**src/rtl/rr_dist_pkg.sv**
```systemverilog
// ============================================================================
// Module   : rr_dist_pkg
// Brief    : Shared defaults and index helpers for the round-robin distributor.
// Revision : 1.0
// ============================================================================
`default_nettype none

package rr_dist_pkg;

  localparam int DEF_NUM_OUT = 4;
  localparam int DEF_DATA_W  = 8;

  // Index width, never narrower than one bit.
  function automatic int idx_w(input int n);
    return (n <= 2) ? 1 : $clog2(n);
  endfunction

  // Compare against the last valid index so non-power-of-2 counts wrap correctly.
  function automatic int next_idx(input int cur, input int n);
    return (cur >= n - 1) ? 0 : cur + 1;
  endfunction

endpackage

`default_nettype wire

```
**src/rtl/rr_pick.sv**
```systemverilog
// ============================================================================
// Module   : rr_pick
// Brief    : Combinational round-robin scan for the first ready output after last_grant.
// Revision : 1.0
// ============================================================================
`default_nettype none

module rr_pick
  import rr_dist_pkg::*;
#(
  parameter int NUM_OUT = DEF_NUM_OUT,
  parameter int IDX_W   = idx_w(NUM_OUT)
) (
  input  logic [NUM_OUT-1:0] ready,
  input  logic [IDX_W-1:0]   last_grant,
  output logic [IDX_W-1:0]   pick,
  output logic               any_ready
);

  logic [IDX_W-1:0] cand;
  logic             found;

  always_comb begin
    pick      = '0;
    found     = 1'b0;
    cand      = last_grant;
    any_ready = |ready;
    for (int i = 0; i < NUM_OUT; i++) begin
      cand = IDX_W'(next_idx(int'(cand), NUM_OUT));
      if (!found && ready[cand]) begin
        pick  = cand;
        found = 1'b1;
      end
    end
  end

endmodule

`default_nettype wire

```
**src/rtl/rr_distributor.sv**
```systemverilog
// ============================================================================
// Module   : rr_distributor
// Brief    : One-deep valid/ready fan-out, binding each beat to a round-robin output.
//            Optional packet lock enabled by defining RR_DIST_LOCK_EN.
// Revision : 1.0
// ============================================================================
`default_nettype none

module rr_distributor
  import rr_dist_pkg::*;
#(
  parameter int NUM_OUT = DEF_NUM_OUT,
  parameter int DATA_W  = DEF_DATA_W,
  parameter int IDX_W   = idx_w(NUM_OUT)
) (
  input  logic                            clk,
  input  logic                            reset,
  input  logic                            io_in_valid,
  output logic                            io_in_ready,
  input  logic [DATA_W-1:0]               io_in_bits,
`ifdef RR_DIST_LOCK_EN
  input  logic                            io_in_last,
  output logic [NUM_OUT-1:0]              io_out_last,
`endif
  output logic [NUM_OUT-1:0]              io_out_valid,
  input  logic [NUM_OUT-1:0]              io_out_ready,
  output logic [NUM_OUT-1:0][DATA_W-1:0]  io_out_bits,
  output logic [IDX_W-1:0]                io_chosen
);

  logic              held_valid;
  logic [DATA_W-1:0] held_bits;
  logic [IDX_W-1:0]  held_dest;
  logic [IDX_W-1:0]  last_grant;

  logic              out_fire;
  logic              in_fire;
  logic [IDX_W-1:0]  scan_pick;
  logic              any_ready;
  logic [IDX_W-1:0]  rr_dest;
  logic [IDX_W-1:0]  dest_sel;

  rr_pick #(
    .NUM_OUT (NUM_OUT),
    .IDX_W   (IDX_W)
  ) u_pick (
    .ready      (io_out_ready),
    .last_grant (last_grant),
    .pick       (scan_pick),
    .any_ready  (any_ready)
  );

  // With no consumer ready, still advance one slot so load keeps spreading.
  assign rr_dest = any_ready ? scan_pick : IDX_W'(next_idx(int'(last_grant), NUM_OUT));

  assign out_fire    = held_valid && io_out_ready[held_dest];
  assign io_in_ready = !held_valid || out_fire;
  assign in_fire     = io_in_valid && io_in_ready;
  assign io_chosen   = held_dest;

`ifdef RR_DIST_LOCK_EN
  logic locked;
  logic held_last;

  // A packet in progress stays on the output that took its first beat.
  assign dest_sel = locked ? last_grant : rr_dest;

  always_ff @(posedge clk or negedge reset) begin
    if (!reset) begin
      locked    <= 1'b0;
      held_last <= 1'b0;
    end else if (in_fire) begin
      locked    <= !io_in_last;
      held_last <= io_in_last;
    end
  end
`else
  assign dest_sel = rr_dest;
`endif

  always_ff @(posedge clk or negedge reset) begin
    if (!reset) begin
      held_valid <= 1'b0;
      held_bits  <= '0;
      held_dest  <= '0;
      last_grant <= IDX_W'(NUM_OUT - 1);
    end else if (in_fire) begin
      held_valid <= 1'b1;
      held_bits  <= io_in_bits;
      held_dest  <= dest_sel;
      last_grant <= dest_sel;
    end else if (out_fire) begin
      held_valid <= 1'b0;
    end
  end

  for (genvar k = 0; k < NUM_OUT; k++) begin : g_out
    assign io_out_valid[k] = held_valid && (held_dest == IDX_W'(k));
    assign io_out_bits[k]  = held_bits;
`ifdef RR_DIST_LOCK_EN
    assign io_out_last[k]  = held_last;
`endif
  end

endmodule

`default_nettype wire

```
**config.mk**
```make
export PLATFORM = sky130hd
export DESIGN_NAME = rr_distributor
export DESIGN_NICKNAME = d
export VERILOG_FILES = /design/src/rtl/rr_dist_pkg.sv /design/src/rtl/rr_pick.sv /design/src/rtl/rr_distributor.sv
export SDC_FILE = /design/constraint.sdc
export NUM_CORES = 1
export LEC_CHECK = 0
export BUFFER_PORTS_ARGS = -buffer_cell sky130_fd_sc_hd__buf_4
export CORE_MARGIN = 2
export CORE_UTILIZATION = 38
export DETAILED_ROUTE_END_ITERATION = 8
export PLACE_DENSITY = 0.8
export SLEW_MARGIN = 10
export SYNTH_ARGS = -nofsm -noshare
export SYNTH_HDL_FRONTEND = slang
export SYNTH_SLANG_ARGS = --single-unit
export TNS_END_PERCENT = 10
```
**constraint.sdc**
```tcl
create_clock -name clk -period 1.78 [get_ports clk]
set_clock_uncertainty 0.05 [all_clocks]
set_input_delay 0.178 -clock clk [delete_from_list [all_inputs] [get_ports clk]]
set_output_delay 0.178 -clock clk [all_outputs]
set_load 0.03 [all_outputs]
```
==> results of run 1 <==
[cell families (layout without fill, tap and decap cells)]
| logic type | count (synthesis) | count (layout) | synth area share |
|---|---|---|---|
| compound gates | 13 | 13 | 0.1001 |
| flops | 13 | 13 | 0.3748 |
| mux | 9 | 9 | 0.1416 |
| fa+ha+maj | 1 | 1 | 0.01430 |
| buf+inv | 27 | 61 | 0.2375 |
| simple gates | 19 | 19 | 0.1316 |
[repair_timing]
item,4_1_cts,5_1_grt
gates resized for setup,0,2
setup buffers,0,0
hold buffers,1,0
hold endpoints to repair,13,0
endpoints found under the setup margin,0,5
[per-layer routing]
| metal | share of wire | vias to the layer above |
|---|---|---|
| li1 | - | 327 |
| met1 | 0.38 | 312 |
| met2 | 0.51 | 36 |
| met3 | 0.096 | 5 |
| met4 | 0.015 | 0 |
| met5 | 0 | - |
[flip-flops by register name, summed over array words and instances, names as in the netlist]
register    count
held_bits       8
held_valid      1
io_chosen       2
last_grant      2
[area by class of cell]
class                      instances  share of cell area
inverter                           2            0.006445
tap                               28             0.03008
multi-input combinational         42              0.2986
sequential                        13              0.2825
timing repair buffer              55              0.3598
clock buffer                       4             0.02256
[critical path, cell delays in order, from the launching register on]
cell and delay, ns:
sky130_fd_sc_hd__dfrtp_2 0.38, sky130_fd_sc_hd__mux4_2 0.49, sky130_fd_sc_hd__nand2b_4 0.19, sky130_fd_sc_hd__buf_6 0.15
[metrics by stage]
| step | hold slack (ns) | worst slack, ns | TNS, ns | util | cells |
|---|---|---|---|---|---|
| after global placement | -0.02140 | 0.08602 | 0 | 0.5094 | 139 |
| final | 0.07584 | 0.06755 | 0 | 0.5317 | 144 |
| after global routing | 0.06783 | 0.0005836 | 0 | 0.5317 | 144 |
| after CTS | 0.07467 | 0.02893 | 0 | 0.5260 | 144 |
| after floorplan | -0.1676 | -0.1293 | -0.6203 | - | 82 |
| after detailed placement | -0.01746 | 0.04156 | 0 | 0.5094 | 139 |
[how the worst min path moves through the flow]
stage | from | end | slack [ns] | depth (start not counted)
3_5_place_dp | reset | io_chosen[0] | -0.02 | 1
6_report | io_in_bits[1] | held_bits[1] | 0.08 | 2
3_3_place_gp | reset | held_bits[4] | -0.02 | 1
5_1_grt | io_in_bits[5] | held_bits[5] | 0.07 | 2
4_1_cts | io_in_valid | held_valid | 0.07 | 2
2_1_floorplan | reset | held_bits[0] | -0.17 | 0
[cells in the final DEF (no fill, tap or decap)]
cell                            instances
sky130_fd_sc_hd__buf_4                 53
sky130_fd_sc_hd__mux2_4                 3
sky130_fd_sc_hd__dlygate4sd3_1          1
sky130_fd_sc_hd__buf_6                  1
sky130_fd_sc_hd__mux4_2                 1
sky130_fd_sc_hd__o211ai_1               1
sky130_fd_sc_hd__nor3b_1                1
sky130_fd_sc_hd__nor3_1                 2
sky130_fd_sc_hd__mux2_2                 5
sky130_fd_sc_hd__o21ai_0                4
sky130_fd_sc_hd__nand3_1                1
sky130_fd_sc_hd__clkbuf_1               1
sky130_fd_sc_hd__a2bb2oi_1              1
sky130_fd_sc_hd__and3_2                 1
sky130_fd_sc_hd__nand2_8                1
sky130_fd_sc_hd__inv_1                  2
sky130_fd_sc_hd__nor2_1                 4
sky130_fd_sc_hd__and3b_2                1
sky130_fd_sc_hd__a21oi_2                2
sky130_fd_sc_hd__a21oi_1                2
sky130_fd_sc_hd__clkbuf_4               3
sky130_fd_sc_hd__dfstp_2                2
sky130_fd_sc_hd__ha_1                   1
sky130_fd_sc_hd__dfrtp_1               10
sky130_fd_sc_hd__nor2b_1                2
sky130_fd_sc_hd__nand2_1                4
sky130_fd_sc_hd__nand2b_4               1
sky130_fd_sc_hd__or2b_1                 1
sky130_fd_sc_hd__dfrtp_2                1
sky130_fd_sc_hd__a21o_1                 2
sky130_fd_sc_hd__o221ai_1               1
==> metrics.txt, run 1 <==
# TYPE chip_impl_metric gauge
chip_impl_info{name="run_status",value="finished clean"} 1
chip_impl_metric{name="synth_cells",unit=""} 82
chip_impl_metric{name="ff_latch_area",unit="um^2"} 329.1
chip_impl_metric{name="floorplan.initialDensity",unit=""} 0.3992
chip_impl_info{name="critical_path_capture_point",value="io_in_ready"} 1
chip_impl_info{name="clock_tree_from_tritoncts",value="built"} 1
chip_impl_metric{name="yosys_register_bits",unit=""} 13
chip_impl_metric{name="slew_viol_final",unit=""} 0
chip_impl_metric{name="drcViolationCount",unit=""} 0
chip_impl_metric{name="layout-area-overhead-vs-synth",unit="%"} 33.19
chip_impl_metric{name="max_slew_margin",unit=""} 0.8194
chip_impl_metric{name="max_freq",unit="MHz"} 584.0
chip_impl_info{name="crit_type",value="flop to primary output"} 1
chip_impl_info{name="synth.area.top_cells",value="sky130_fd_sc_hd__dfrtp_1, sky130_fd_sc_hd__buf_4, sky130_fd_sc_hd__mux2_2"} 1
chip_impl_info{name="yosys_most_used_dff",value="sky130_fd_sc_hd__dfrtp_1"} 1
chip_impl_metric{name="synth_cell_type_count",unit=""} 27
chip_impl_metric{name="yosys.area.top_type_share",unit=""} 0.3147
chip_impl_metric{name="worst_pin_slew",unit="ns"} 0.2709
chip_impl_metric{name="grt_util_all_layers",unit=""} 0.1261
chip_impl_metric{name="detailed_place.area",unit="mm^2"} 0.001116
chip_impl_info{name="ys_top_cells_by_count",value="sky130_fd_sc_hd__buf_4, sky130_fd_sc_hd__dfrtp_1, sky130_fd_sc_hd__mux2_2"} 1
chip_impl_metric{name="synth_enable_flop_cells",unit=""} 0
chip_impl_metric{name="cp_data_required_time",unit="ns"} 1.55
chip_impl_metric{name="drt_wl_total",unit="um"} 1701
chip_impl_info{name="global_route.peak_usage_layer",value="met2"} 1
chip_impl_metric{name="grt.overflow.total",unit=""} 0
chip_impl_info{name="crit-reg2reg-capture",value="held_bits[6]"} 1
chip_impl_metric{name="reg2regPathDepth",unit=""} 4
chip_impl_metric{name="synth-async-reset-ratio",unit=""} 1.000
chip_impl_metric{name="area_of_the_core",unit="mm^2"} 0.002191
chip_impl_metric{name="grt.met1_usage",unit=""} 0.1346
chip_impl_metric{name="detailedPlacementHpwl",unit="um"} 1346
chip_impl_metric{name="syn_avg_cell_area",unit="um^2"} 10.67
chip_impl_metric{name="clk_pin_slew_worst_paths",unit="ns"} 0.08
chip_impl_metric{name="place.gp.congestion",unit=""} 0.7421
chip_impl_metric{name="rows",unit=""} 17
chip_impl_metric{name="post_route_cells_drive_above_1_share",unit=""} 0.6466
chip_impl_metric{name="syn_area",unit="um^2"} 874.6
chip_impl_metric{name="detail_route_antenna_nets",unit=""} 0
chip_impl_info{name="clockRootBuffer",value="sky130_fd_sc_hd__clkbuf_4"} 1
chip_impl_info{name="timing.critical_path.from",value="io_chosen[0]"} 1
chip_impl_metric{name="multi_input_area",unit="um^2"} 347.8
chip_impl_metric{name="worst_ep_arrival_time",unit="ns"} 1.48
chip_impl_info{name="synth_most_common_cell",value="sky130_fd_sc_hd__buf_4"} 1
chip_impl_metric{name="critical_path_fanout_max",unit=""} 3
chip_impl_info{name="critPathCaptureType",value="primary output"} 1
chip_impl_metric{name="pin_count_of_the_biggest_net_entering_global_routing",unit=""} 16
chip_impl_metric{name="min_period",unit="ns"} 1.712
chip_impl_metric{name="post_drt_via_cell_ratio",unit=""} 4.722
chip_impl_metric{name="wl_per_cell",unit="um"} 11.81
chip_impl_metric{name="cts.sink_count",unit=""} 13
chip_impl_metric{name="gr-usage-met3",unit=""} 0.03736
chip_impl_metric{name="place.port_buffers",unit=""} 53
chip_impl_metric{name="final_design_area_no_fill",unit="mm^2"} 0.001165
chip_impl_info{name="yosysTopAreaCell",value="sky130_fd_sc_hd__dfrtp_1"} 1
chip_impl_info{name="rsz0062_at_grt",value="no"} 1
chip_impl_metric{name="maxCapViolCount",unit=""} 0
chip_impl_info{name="r2r-start",value="io_chosen[0]"} 1
chip_impl_metric{name="timing_hold_violations_final",unit=""} 0
chip_impl_info{name="holdCritPathClass",value="primary input to flop"} 1
chip_impl_metric{name="num_vias",unit=""} 680
chip_impl_metric{name="synth.yosys.seq_area_share",unit=""} 0.3748
chip_impl_metric{name="ys.warnings.count",unit=""} 0
chip_impl_metric{name="detail_route.iter0.violations",unit=""} 4
chip_impl_metric{name="cts_max_level",unit=""} 1
chip_impl_info{name="worstSetupStartpointType",value="flop"} 1
chip_impl_metric{name="tritoncts.num_buffers",unit=""} 3
chip_impl_metric{name="global_route.usage.met2",unit=""} 0.2278
chip_impl_metric{name="final_nets",unit=""} 133
chip_impl_metric{name="clk_path_buf_depth",unit=""} 2
chip_impl_metric{name="syn-num-nets",unit=""} 98
chip_impl_metric{name="overall_die_height",unit="um"} 51.98
chip_impl_metric{name="first_global_vias",unit=""} 624
chip_impl_metric{name="detail_route.first_pass.iterations",unit=""} 4
chip_impl_metric{name="antenna_found_initial",unit=""} 0
chip_impl_metric{name="num_io_pins",unit=""} 54
chip_impl_metric{name="min_period_over_period",unit=""} 0.9620
chip_impl_metric{name="antennaDiodeCount",unit=""} 0
chip_impl_metric{name="worst_skew_pair.late_latency",unit="ns"} 0.27
chip_impl_metric{name="fp.dieW",unit="um"} 51.98
chip_impl_metric{name="global_route_wire_length_before_repair",unit="um"} 2497
chip_impl_metric{name="register_to_register_setup_slack",unit="ns"} 0.07
chip_impl_metric{name="fillerInstances",unit=""} 194
chip_impl_metric{name="area_of_the_die",unit="mm^2"} 0.002701
chip_impl_metric{name="endpoints_failing_setup",unit=""} 0
Power of run 1 is left out: the tool's default activity adds up to more than one toggle a clock period on the data nets, which glitch-free logic cannot reach.
==> run 2, diff against run 1 <==
- CORE_ASPECT_RATIO: not set -> 0.7
- TNS_END_PERCENT: 10 -> not set
==> run 2 against run 1 <==
Critical path depth stayed put. Die area is 0.23% higher. Routed wire length is 16% higher. Fmax is 0.70% higher. Utilization is 1.2 points higher. Sequential cell count stayed put.
==> metrics.txt, run 2 (same netlist as run 1, synthesis figures left out) <==
# TYPE chip_impl_metric gauge
chip_impl_metric{name="clk_path_buf_depth",unit=""} 2
chip_impl_info{name="worstSetupStartpointType",value="flop"} 1
chip_impl_metric{name="final_nets",unit=""} 134
chip_impl_metric{name="place.gp.congestion",unit=""} 0.8973
chip_impl_metric{name="post_route_cells_drive_above_1_share",unit=""} 0.6581
chip_impl_metric{name="min_period",unit="ns"} 1.700
chip_impl_metric{name="min_period_over_period",unit=""} 0.9553
chip_impl_metric{name="max_slew_margin",unit=""} 0.8303
chip_impl_metric{name="hold-worst-slack",unit="ns"} 0.08484
chip_impl_metric{name="grt.overflow.total",unit=""} 0
chip_impl_metric{name="wl_per_cell",unit="um"} 13.19
chip_impl_metric{name="reg2regPathDepth",unit=""} 6
chip_impl_metric{name="place.port_buffers",unit=""} 53
chip_impl_metric{name="detail_route.first_pass.iterations",unit=""} 4
chip_impl_metric{name="area_of_the_core",unit="mm^2"} 0.002172
chip_impl_metric{name="cts_setup_buffers",unit=""} 0
chip_impl_metric{name="multi_input_area",unit="um^2"} 350.3
chip_impl_info{name="crit-reg2reg-capture",value="io_chosen[1]"} 1
chip_impl_metric{name="worst_pin_slew",unit="ns"} 0.2545
chip_impl_metric{name="fillerInstances",unit=""} 194
chip_impl_info{name="run_status",value="finished clean"} 1
chip_impl_info{name="top_register",value="held_bits"} 1
chip_impl_metric{name="fp.dieW",unit="um"} 61.34
chip_impl_metric{name="detailedPlacementHpwl",unit="um"} 1592
chip_impl_metric{name="cts.sink_count",unit=""} 13
chip_impl_metric{name="register_to_register_setup_slack",unit="ns"} 0.10
chip_impl_metric{name="antennaDiodeCount",unit=""} 0
chip_impl_metric{name="post_drt_via_cell_ratio",unit=""} 4.658
chip_impl_metric{name="ff_latch_area",unit="um^2"} 329.1
chip_impl_info{name="holdCritPathClass",value="primary input to flop"} 1
chip_impl_metric{name="detail_route_antenna_nets",unit=""} 0
chip_impl_metric{name="flip_flop_count_of_the_largest_register_all_copies_and_words_added",unit=""} 8
chip_impl_metric{name="antenna_found_initial",unit=""} 0
chip_impl_metric{name="worst_ep_arrival_time",unit="ns"} 1.47
chip_impl_metric{name="overall_die_height",unit="um"} 44.14
chip_impl_metric{name="pin_count_of_the_biggest_net_entering_global_routing",unit=""} 14
chip_impl_metric{name="max_freq",unit="MHz"} 588.1
chip_impl_metric{name="grt_util_all_layers",unit=""} 0.1528
chip_impl_metric{name="slew_viol_final",unit=""} 0
chip_impl_info{name="critical_path_capture_point",value="io_in_ready"} 1
chip_impl_info{name="rsz0062_at_grt",value="yes"} 1
chip_impl_info{name="mostFrequentLayoutCell",value="sky130_fd_sc_hd__buf_4"} 1
chip_impl_info{name="mostFrequentLayoutCells",value="sky130_fd_sc_hd__buf_4, sky130_fd_sc_hd__dfrtp_1, sky130_fd_sc_hd__mux2_2"} 1
chip_impl_metric{name="global_route_wire_length_before_repair",unit="um"} 2994
chip_impl_metric{name="detail_route.iter0.violations",unit=""} 27
chip_impl_metric{name="layout-area-overhead-vs-synth",unit="%"} 34.91
chip_impl_metric{name="drt_wl_total",unit="um"} 1966
chip_impl_metric{name="maxCapViolCount",unit=""} 0
chip_impl_metric{name="endpoints_failing_setup",unit=""} 0
chip_impl_info{name="timing.critical_path.from",value="io_chosen[0]"} 1
chip_impl_metric{name="num_io_pins",unit=""} 54
chip_impl_metric{name="drcViolationCount",unit=""} 0
chip_impl_metric{name="clk_pin_slew_worst_paths",unit="ns"} 0.08
chip_impl_metric{name="num_vias",unit=""} 694
chip_impl_metric{name="floorplan.initialDensity",unit=""} 0.4026
chip_impl_info{name="clockRootBuffer",value="sky130_fd_sc_hd__clkbuf_4"} 1
chip_impl_info{name="clock_tree_from_tritoncts",value="built"} 1
chip_impl_metric{name="cp_data_required_time",unit="ns"} 1.55
chip_impl_metric{name="tritoncts.num_buffers",unit=""} 3
chip_impl_metric{name="timing_hold_violations_final",unit=""} 0
chip_impl_metric{name="worst_skew_pair.late_latency",unit="ns"} 0.27
chip_impl_metric{name="first_global_vias",unit=""} 628
chip_impl_metric{name="area_of_the_die",unit="mm^2"} 0.002708
chip_impl_metric{name="critical_path_fanout_max",unit=""} 3
chip_impl_metric{name="rows",unit=""} 14
chip_impl_info{name="critPathCaptureType",value="primary output"} 1
chip_impl_info{name="crit_type",value="flop to primary output"} 1
chip_impl_info{name="r2r-start",value="io_chosen[0]"} 1
chip_impl_metric{name="cts_max_level",unit=""} 1
-- run 2: cell types whose count changed in the layout (fill, tap and decap cells not counted), sizes merged --
cell / change
buf: +1
-- run 2: metrics by stage --
| step | instances | instance area (um^2) | setup WS (ns) | setup TNS [ns] | util |
|---|---|---|---|---|---|
| 6_report | 149 | 1180 | 0.07953 | 0 | 0.5432 |
| 2_1_floorplan | 82 | 875.8 | -0.1293 | -0.6203 | - |
| 5_1_grt | 149 | 1180 | -0.02227 | -0.02227 | 0.5432 |
| 3_5_place_dp | 144 | 1129 | 0.07531 | 0 | 0.5196 |
| 3_3_place_gp | 144 | 1129 | 0.1224 | 0 | 0.5196 |
| 4_1_cts | 149 | 1165 | 0.06210 | 0 | 0.5363 |
-- run 2: what timing repair did --
action / 4_1_cts / 5_1_grt
gates resized for setup: 0 / 3
setup endpoints to repair: 0 / 2
endpoints found under the hold margin: 13 / 0
hold buffers: 1 / 0
-- run 2: how the worst min path moves through the flow --
| stage | start | to | slack, ns | depth (start not counted) |
|---|---|---|---|---|
| 2_1_floorplan | reset | held_bits[0] | -0.17 | 0 |
| 3_3_place_gp | reset | held_bits[3] | -0.02 | 1 |
| 3_5_place_dp | reset | held_bits[3] | -0.02 | 1 |
| 4_1_cts | io_in_bits[3] | held_bits[3] | 0.08 | 2 |
| 5_1_grt | io_in_bits[7] | held_bits[7] | 0.08 | 2 |
| 6_report | io_in_bits[7] | held_bits[7] | 0.08 | 2 |
-- run 2: per-layer routing --
metal / up-vias / part of all wire / track usage
met5: - / 0 / 0
met2: 43 / 0.51 / 0.2766
met4: 0 / 0.0097 / 0.05106
li1: 329 / - / -
met3: 2 / 0.12 / 0.04678
met1: 320 / 0.36 / 0.1700
-- run 2: worst max-delay path: stages (launching register included) --
cell and delay (ns):
sky130_fd_sc_hd__dfrtp_2 0.37, sky130_fd_sc_hd__mux4_2 0.49, sky130_fd_sc_hd__nand2b_4 0.19, sky130_fd_sc_hd__buf_6 0.15
-- run 2: final cells by class --
class,instances,share of cell area
Inverter,2,0.006363
Timing Repair Buffer,56,0.3616
Sequential cell,13,0.2789
Tap cell,32,0.03393
Clock buffer,4,0.02227
Multi-Input combinational cell,42,0.2969
Power of run 2 is left out for the same reason.
==> run 3, diff against run 2 <==
- CORE_MARGIN: 2 -> not set
- RECOVER_POWER: not set -> 25
- TNS_END_PERCENT: not set -> 5
==> run 3 against run 2 <==
Critical path depth is the same. Die area shrank 7.6%. First-iteration DRC count grew 15%. Cell count is the same. Register-to-register slack is essentially flat. Fmax shrank 0.29%. Highest routed layer unchanged. Worst hold slack lost 0.00094 ns. Sequential cell count is the same. Clock-buffer cell count is the same. Global-route usage grew 0.32 points. Non-clock buffer count is the same.
==> metrics.txt, run 3 (same netlist as run 1, synthesis figures left out) <==
# TYPE chip_impl_metric gauge
chip_impl_metric{name="area_of_the_core",unit="mm^2"} 0.002155
chip_impl_metric{name="clk_path_buf_depth",unit=""} 2
chip_impl_metric{name="drcViolationCount",unit=""} 0
chip_impl_info{name="critical_path_capture_point",value="io_in_ready"} 1
chip_impl_metric{name="first_global_vias",unit=""} 622
chip_impl_metric{name="hold-worst-slack",unit="ns"} 0.08390
chip_impl_metric{name="floorplan.initialDensity",unit=""} 0.4059
chip_impl_metric{name="reg2regPathDepth",unit=""} 6
chip_impl_info{name="mostFrequentLayoutCells",value="sky130_fd_sc_hd__buf_4, sky130_fd_sc_hd__dfrtp_1, sky130_fd_sc_hd__mux2_2, sky130_fd_sc_hd__clkbuf_1"} 1
chip_impl_metric{name="cts.sink_count",unit=""} 13
chip_impl_info{name="critPathCaptureType",value="primary output"} 1
chip_impl_metric{name="rows",unit=""} 14
chip_impl_metric{name="timing.critical_path.slowest_cell_delay",unit="ns"} 0.49
chip_impl_metric{name="post_route_cells_drive_above_1_share",unit=""} 0.6154
chip_impl_metric{name="detail_route.first_pass.iterations",unit=""} 4
chip_impl_metric{name="clk_pin_slew_worst_paths",unit="ns"} 0.08
chip_impl_metric{name="place.port_buffers",unit=""} 53
chip_impl_metric{name="worst_skew_pair.late_latency",unit="ns"} 0.27
chip_impl_metric{name="cts_max_level",unit=""} 1
chip_impl_metric{name="place.gp.congestion",unit=""} 0.7494
chip_impl_metric{name="cp_data_required_time",unit="ns"} 1.55
chip_impl_metric{name="wl_per_cell",unit="um"} 12.48
chip_impl_info{name="worstSetupStartpointType",value="flop"} 1
chip_impl_info{name="timing.critical_path.from",value="io_chosen[0]"} 1
chip_impl_info{name="clockRootBuffer",value="sky130_fd_sc_hd__clkbuf_4"} 1
chip_impl_metric{name="cell_depth_of_the_worst_setup_path",unit=""} 3
chip_impl_info{name="crit_path_cell_trace",value="mux4_2 -> nand2b_4 -> buf_6"} 1
chip_impl_metric{name="fp.dieW",unit="um"} 59.34
chip_impl_metric{name="num_io_pins",unit=""} 54
chip_impl_info{name="top_register",value="held_bits"} 1
chip_impl_metric{name="cts_setup_buffers",unit=""} 0
chip_impl_metric{name="maxCapViolCount",unit=""} 0
chip_impl_metric{name="worst_ep_arrival_time",unit="ns"} 1.48
chip_impl_info{name="critical_path.top_delay_family",value="multiplexers"} 1
chip_impl_metric{name="final_nets",unit=""} 134
chip_impl_metric{name="overall_die_height",unit="um"} 42.14
chip_impl_metric{name="endpoints_failing_setup",unit=""} 0
chip_impl_metric{name="area_of_the_die",unit="mm^2"} 0.002501
chip_impl_metric{name="post_drt_via_cell_ratio",unit=""} 4.617
chip_impl_metric{name="min_period_over_period",unit=""} 0.9581
chip_impl_info{name="mostFrequentLayoutCell",value="sky130_fd_sc_hd__buf_4"} 1
chip_impl_metric{name="slew_viol_final",unit=""} 0
chip_impl_metric{name="timing_hold_violations_final",unit=""} 0
chip_impl_info{name="clock_tree_from_tritoncts",value="built"} 1
chip_impl_metric{name="drt_wl_total",unit="um"} 1859
chip_impl_metric{name="final_design_area_no_fill",unit="mm^2"} 0.001162
chip_impl_metric{name="pin_count_of_the_biggest_net_entering_global_routing",unit=""} 14
chip_impl_info{name="crit_path_top_delay_cell",value="sky130_fd_sc_hd__mux4_2"} 1
chip_impl_metric{name="layout-area-overhead-vs-synth",unit="%"} 32.90
chip_impl_metric{name="grt_util_all_layers",unit=""} 0.1560
chip_impl_metric{name="global_route_wire_length_before_repair",unit="um"} 2870
chip_impl_metric{name="critical_path_buffers_and_inverters",unit=""} 1
chip_impl_metric{name="max_freq",unit="MHz"} 586.3
chip_impl_metric{name="fillerInstances",unit=""} 190
chip_impl_metric{name="detail_route_antenna_nets",unit=""} 0
chip_impl_metric{name="detail_route.iter0.violations",unit=""} 31
chip_impl_metric{name="detailedPlacementHpwl",unit="um"} 1401
chip_impl_metric{name="critical_path_fanout_max",unit=""} 3
chip_impl_metric{name="min_period",unit="ns"} 1.705
chip_impl_metric{name="grt.overflow.total",unit=""} 0
chip_impl_metric{name="antenna_found_initial",unit=""} 0
chip_impl_info{name="run_status",value="finished clean"} 1
chip_impl_info{name="rsz0062_at_grt",value="no"} 1
chip_impl_info{name="crit-reg2reg-capture",value="io_chosen[1]"} 1
chip_impl_metric{name="tritoncts.num_buffers",unit=""} 3
chip_impl_metric{name="num_vias",unit=""} 688
chip_impl_metric{name="detailed_place.area",unit="mm^2"} 0.001129
chip_impl_metric{name="register_to_register_setup_slack",unit="ns"} 0.09
chip_impl_metric{name="flip_flop_count_of_the_largest_register_all_copies_and_words_added",unit=""} 8
chip_impl_metric{name="worst_pin_slew",unit="ns"} 0.6969
chip_impl_info{name="crit_type",value="flop to primary output"} 1
chip_impl_metric{name="antennaDiodeCount",unit=""} 0
chip_impl_info{name="r2r-start",value="io_chosen[0]"} 1
chip_impl_info{name="holdCritPathClass",value="primary input to flop"} 1
chip_impl_metric{name="max_slew_margin",unit=""} 0.5354
[run 3: worst reg2reg max path, delay by kind of cell, from the launching register on]
kind | cells | cell delay [ns]
AO/OA/AOI/OAI | 2 | 0.20
multiplexers | 1 | 0.49
AND/OR/NAND/NOR | 2 | 0.30
buffers and inverters | 1 | 0.16
flip-flops | 1 | 0.37
[run 3: cell type report]
cell class	instances	area, um^2	area share
Timing Repair Buffer	56	411.6	0.3541
Multi-Input combinational cell	42	347.8	0.2992
Sequential cell	13	329.1	0.2831
Tap cell	32	40.04	0.03445
Clock buffer	4	26.28	0.02261
Inverter	2	7.507	0.006459
[run 3: per-layer routing]
metal | GRT usage | wire, um
met1 | 0.1960 | 764
met2 | 0.2427 | 886
met3 | 0.04938 | 196
met4 | 0.07143 | 11
met5 | 0 | 0
[run 3: stage by stage]
| stage | setup TNS [ns] | setup slack, ns | utilization | std cells |
|---|---|---|---|---|
| CTS | 0 | 0.05736 | 0.5407 | 149 |
| floorplan | -0.6203 | -0.1293 | - | 82 |
| global placement | 0 | 0.1326 | 0.5238 | 144 |
| detailed placement | 0 | 0.08121 | 0.5238 | 144 |
| finish | 0 | 0.07452 | 0.5395 | 149 |
| global route | 0 | 0.01591 | 0.5395 | 149 |
[run 3: worst min-delay path by stage]
stage	from	endpoint	depth (start not counted)
2_1_floorplan	reset	held_bits[0]	0
3_3_place_gp	reset	held_bits[6]	1
3_5_place_dp	reset	held_bits[6]	1
4_1_cts	io_in_valid	held_valid	2
5_1_grt	io_in_bits[5]	held_bits[5]	2
6_report	io_in_bits[0]	held_bits[0]	2
[run 3: repair_timing]
action                                  4_1_cts  5_1_grt
hold buffers                                  1        0
resized for setup                             0        2
endpoints found under the setup margin        0        1
endpoints found under the hold margin        13        0
Power of run 3 is left out for the same reason.
